## src/rtl/nativefifo2axis_pkg.sv

```systemverilog
// Shared constants for the native-FIFO to AXI4-Stream reader bridge.
package nativefifo2axis_pkg;

  // Output skid buffer depth; covers the two-cycle read pipeline plus one
  // extra slot so a stalled consumer never forces a dropped word.
  localparam int BUF_DEPTH  = 3;
  // Occupancy width, enough for 0..BUF_DEPTH.
  localparam int OCC_W      = 2;
  // Width of the optional packet beat counter.
  localparam int BEAT_CNT_W = 16;

  typedef logic [OCC_W-1:0] occ_t;

endpackage

```

## src/rtl/nativefifo2axis_axis_out_buf.sv

```systemverilog
// axis_out_buf: small register FIFO feeding the AXI-Stream master outputs.
// Entry 0 is always the head, so tdata/tvalid come straight from flops.
module axis_out_buf
  import nativefifo2axis_pkg::*;
#(
  parameter int DW = 24
) (
  input  logic          clk,
  input  logic          rst_n,
  input  logic          push_i,
  input  logic [DW-1:0] push_data_i,
  input  logic          pop_i,
  output logic [DW-1:0] head_o,
  output logic          valid_o,
  output occ_t          occ_o
);

  logic [DW-1:0] mem_q [BUF_DEPTH];
  logic [DW-1:0] mem_d [BUF_DEPTH];
  occ_t          occ_q;
  occ_t          occ_d;
  occ_t          wr_idx;
  logic          pop_eff;
  logic          push_eff;

  // Next-state: shift toward the head on pop, write behind the last valid entry on push.
  always_comb begin
    // NOTE: every signal written here gets a default first, so no path leaves it unassigned and no latch is inferred.
    mem_d    = mem_q;
    occ_d    = occ_q;
    wr_idx   = occ_q;
    pop_eff  = pop_i && (occ_q != '0);
    push_eff = push_i && (pop_eff || (occ_q < occ_t'(BUF_DEPTH)));

    if (pop_eff) begin
      for (int i = 0; i < BUF_DEPTH - 1; i++) begin
        mem_d[i] = mem_q[i+1];
      end
      wr_idx = occ_q - occ_t'(1);
    end

    if (push_eff) begin
      mem_d[wr_idx] = push_data_i;
    end

    case ({push_eff, pop_eff})
      2'b10:   occ_d = occ_q + occ_t'(1);
      2'b01:   occ_d = occ_q - occ_t'(1);
      default: occ_d = occ_q;
    endcase
  end

  // Storage and occupancy registers.
  always_ff @(posedge clk or negedge rst_n) begin
    if (!rst_n) begin
      // NOTE: the entries are reset (not left uninitialised) because entry 0 drives tdata, which must read 0 out of reset.
      for (int i = 0; i < BUF_DEPTH; i++) begin
        mem_q[i] <= '0;
      end
      occ_q <= '0;
    end else begin
      // NOTE: sequential state uses non-blocking assignments so every flop samples pre-edge values.
      mem_q <= mem_d;
      occ_q <= occ_d;
    end
  end

  assign head_o  = mem_q[0];
  assign valid_o = (occ_q != '0);
  assign occ_o   = occ_q;

endmodule

```

## src/rtl/nativefifo2axis.sv

```systemverilog
// nativefifo2axis: pops a standard-mode (non-FWFT) native FIFO and presents
// the words as an AXI4-Stream master. Reads are issued from buffer credit
// only, so m_axis_tready has no combinational path to fifo_rd.
// Optional feature macro: NATIVEFIFO2AXIS_TLAST_EN (adds m_axis_tlast every PKT_LEN beats).
module nativefifo2axis
  import nativefifo2axis_pkg::*;
#(
  parameter int DW      = 24,
  parameter int PKT_LEN = 256
) (
  input  logic          clk,
  input  logic          rst_n,
  input  logic [DW-1:0] fifo_dout,
  output logic          fifo_rd,
  input  logic          fifo_empty,
  output logic [DW-1:0] m_axis_tdata,
  output logic          m_axis_tvalid,
  input  logic          m_axis_tready
`ifdef NATIVEFIFO2AXIS_TLAST_EN
  ,
  output logic          m_axis_tlast
`endif
);

  if (PKT_LEN < 1 || PKT_LEN > 65535) begin : g_pkt_len_bad
    $error("nativefifo2axis: PKT_LEN must be in 1..65535");
  end

  logic           inflight_q;
  occ_t           occ;
  logic [OCC_W:0] pending;
  logic           pop;

  // Words already owned by the buffer: stored ones plus the read still in flight.
  assign pending = {1'b0, occ} + {{OCC_W{1'b0}}, inflight_q};
  assign fifo_rd = rst_n && !fifo_empty && (pending < (OCC_W+1)'(BUF_DEPTH));
  assign pop     = m_axis_tvalid && m_axis_tready;

  // Remember last cycle's read so its data is captured when it appears on fifo_dout.
  always_ff @(posedge clk or negedge rst_n) begin
    if (!rst_n) begin
      inflight_q <= 1'b0;
    end else begin
      inflight_q <= fifo_rd;
    end
  end

  axis_out_buf #(.DW(DW)) u_buf (
    .clk         (clk),
    .rst_n       (rst_n),
    .push_i      (inflight_q),
    .push_data_i (fifo_dout),
    .pop_i       (pop),
    .head_o      (m_axis_tdata),
    .valid_o     (m_axis_tvalid),
    .occ_o       (occ)
  );

`ifdef NATIVEFIFO2AXIS_TLAST_EN
  logic [BEAT_CNT_W-1:0] beat_cnt_q;
  logic [BEAT_CNT_W-1:0] beat_cnt_d;
  logic                  last_beat;

  // Count accepted beats; the count always refers to the current head beat.
  always_comb begin
    last_beat  = (beat_cnt_q == BEAT_CNT_W'(PKT_LEN - 1));
    beat_cnt_d = beat_cnt_q;
    if (pop) begin
      beat_cnt_d = last_beat ? '0 : beat_cnt_q + 1'b1;
    end
  end

  // Beat counter register.
  always_ff @(posedge clk or negedge rst_n) begin
    if (!rst_n) begin
      beat_cnt_q <= '0;
    end else begin
      beat_cnt_q <= beat_cnt_d;
    end
  end

  // Only changes on a handshake, so it holds steady during a stall.
  assign m_axis_tlast = m_axis_tvalid && last_beat;
`endif

endmodule

```

## config.mk

```make
export PLATFORM = sky130hd
export DESIGN_NAME = nativefifo2axis
export DESIGN_NICKNAME = d
export VERILOG_FILES = /design/src/rtl/nativefifo2axis_pkg.sv /design/src/rtl/nativefifo2axis_axis_out_buf.sv /design/src/rtl/nativefifo2axis.sv
export SDC_FILE = /design/constraint.sdc
export NUM_CORES = 1
export LEC_CHECK = 0
export BUFFER_PORTS_ARGS = -buffer_cell sky130_fd_sc_hd__buf_2
export CORE_MARGIN = 2
export CORE_UTILIZATION = 50
export DETAILED_ROUTE_END_ITERATION = 12
export MAX_ROUTING_LAYER = met4
export PLACE_DENSITY = 0.69
export SLEW_MARGIN = 20
export SYNTH_ARGS = -nofsm -noshare
export SYNTH_HDL_FRONTEND = slang
export SYNTH_SLANG_ARGS = --single-unit
```

## constraint.sdc

```tcl
create_clock -name clk -period 3.51 [get_ports clk]
set_clock_uncertainty 0.15 [all_clocks]
set_input_delay 1.053 -clock clk [delete_from_list [all_inputs] [get_ports clk]]
set_output_delay 1.053 -clock clk [all_outputs]
set_load 0.05 [all_outputs]
```

==> out/qor.yml <==
initial_core_util_pct: 51.7
crit_arrival_ns: 2.04
cts_tree: "built"
hp-class: "register to register"
rsz0062_at_grt: "false"
routabilityCongestion: 0.836
grt_pass1_vias: 2744
start_kind: "register"
via_per_inst: 5.60
area_growth_pct: 9.22
syn-instance-count: 377
wl_per_cell_um: 16.2
dp_hpwl_um: 4990
finalHoldViolations: 0
antenna_found_initial: 0
cp-endpoint: "fifo_rd"
layout_common_cells: "75 x dfrtp_1, 52 x buf_2, 49 x nor3_1"
crit_start: "inflight_q"
r2r_setup_slack_ns: 0.45
numCtsBuffers: 9
fin_crit_ns: 3.24
place_area_mm2: 0.00420
floorplan.rows: 32
portBuffers: 53
final_common_cell: "dfrtp_1"
clk_pin_slew_ns: 0.08
fillers: 676
post_synth.cell_area_avg_um2: 10.7
clock-sinks: 75
syn_nets: 409
finalSetupTns_ns: 0
clockBufferDepth: 2
tightest_slew_ns: 1.00
die_w_um: 93.7
seqCellArea_mm2: 0.00188
ys_seq_area_share_pct: 46.7
final_antenna_net_count: 0
drtIter0Drc: 133
status: "completed"
clock_latency_ns: 0.35
htreeDepth: 3
routed_wirelength_um: 8150
antenna_cells: 0
rr_worst_depth: 7
cts_setup_buffers: 0
via_count: 2815
ctsResizeCount: 0
report.final.setup_viol: 0
slew_violations: 0
nets: 428
globalRouteTotalUtil_pct: 20.7
fmaxAchievable_mhz: 309
postCtsHoldBufs: 0
period_share_pct: 92.3
synth_area_mm2: 0.00402
grt_pass1_wl_um: 13700
critPathKind: "register to primary output"
grt_max_degree: 76
final_area_mm2: 0.00439
max_cap_viol_count: 0
drc: 0
reg2reg_to: "u_buf.mem_q[27]"
drive_above_1_share_pct: 26.9
critPathCaptureType: "primary output"
leakagePower_nw: 2.09
drtPass1Iterations: 4
core_mm2: 0.00777
reg2reg_from: "u_buf.occ_o[0]"
grt-ovfl-total: 0
ios: 54
synth_cell_types: 28
cp_max_fo: 10
die_area_mm2: 0.00877
multi_input_area_mm2: 0.00183
slew_headroom_pct: 33.1
worst_ep_required_time_ns: 2.31
synth_seq_cells: 75
dieHeight_um: 93.7
powerDensity_mw_per_mm2: 911
yosysWarningCount: 0
root_buffer: "clkbuf_8"
ir_drop_mv: 0.375
-- worst min path at each step --
stage | endpoint | startpoint | cells after the start | slack, ns
after global routing | register | register | 1 | 0.41
final | register | register | 1 | 0.39
after CTS | register | register | 1 | 0.39
after detailed placement | register | register | 1 | 0.37
after floorplan | register | register | 1 | 0.35
after global placement | register | register | 1 | 0.36
-- synthesized netlist by cell type --
library cell,count,area (µm²)
o21bai_1,1,7.51
clkbuf_1,16,60.1
nand2_1,24,90.1
o32a_1,2,20.0
nor3_1,49,245
or3b_1,1,8.76
inv_1,4,15.0
nand2b_1,2,12.5
buf_4,28,210
nand3b_1,3,22.5
nand4b_1,1,8.76
nor2b_1,1,6.26
xnor2_1,1,8.76
buf_6,3,33.8
buf_1,1,3.75
o32ai_1,1,8.76
nor2_1,26,97.6
mux2i_1,48,480
mux2_4,20,300
clkinv_1,1,3.75
dfrtp_1,75,1880
ha_1,4,50.1
o21ai_0,28,140
a2111oi_0,25,219
buf_2,6,30.0
a221oi_1,1,8.76
o21ai_1,1,5.00
mux2_2,4,45.0
-- metal layers --
| metal | share of wire [%] | track usage [%] | wire length, µm |
|---|---|---|---|
| met1 | 47 | 28.9 | 3830 |
| met2 | 46 | 30.3 | 3780 |
| met3 | 5.0 | 3.53 | 410 |
| met4 | 1.6 | 8.45 | 133 |
| met5 | 0 | - | 0 |
-- power by group --
part	internal, mW	total [mW]	switching, mW
combinational	0.748	1.87	1.13
clock	0.325	0.652	0.327
sequential	1.22	1.47	0.255
-- per-stage QoR --
step,hold WS (ns),instances,setup slack [ns],power [mW],utilization [%]
2_1_floorplan,0.353,377,0.131,3.06,-
3_5_place_dp,0.373,487,0.355,3.37,54.0
6_report,0.393,503,0.271,4.00,56.5
3_3_place_gp,0.362,487,0.448,3.30,54.0
4_1_cts,0.391,503,0.251,4.03,56.5
5_1_grt,0.408,503,0.153,4.27,56.5
-- worst max-delay path: stages, from the launching register on --
cell,delay [ns]
dfrtp_1,0.49
ha_1,0.25
ha_1,0.28
a2111oi_2,0.33
buf_2,0.33
-- area by class of cell --
class,count,area share [%]
Sequential cell,75,42.8
Clock inverter,7,1.57
Multi-Input combinational cell,243,41.6
Inverter,5,0.428
Timing Repair Buffer,62,7.92
Tap cell,102,2.91
Clock buffer,9,2.82
-- cells by family (layout without fill, tap and decap cells) --
family          after synthesis  after routing  synth area share (%)
fa+ha+maj                     4              4                  1.25
xor+xnor                      1              1                 0.218
flops                        75             75                  46.7
compound gates               59             59                  10.2
mux                          72             72                  20.5
buf+inv                      59             83                  8.87
simple gates                107            107                  12.2
No activity file was read; power rests on OpenSTA's default activity.
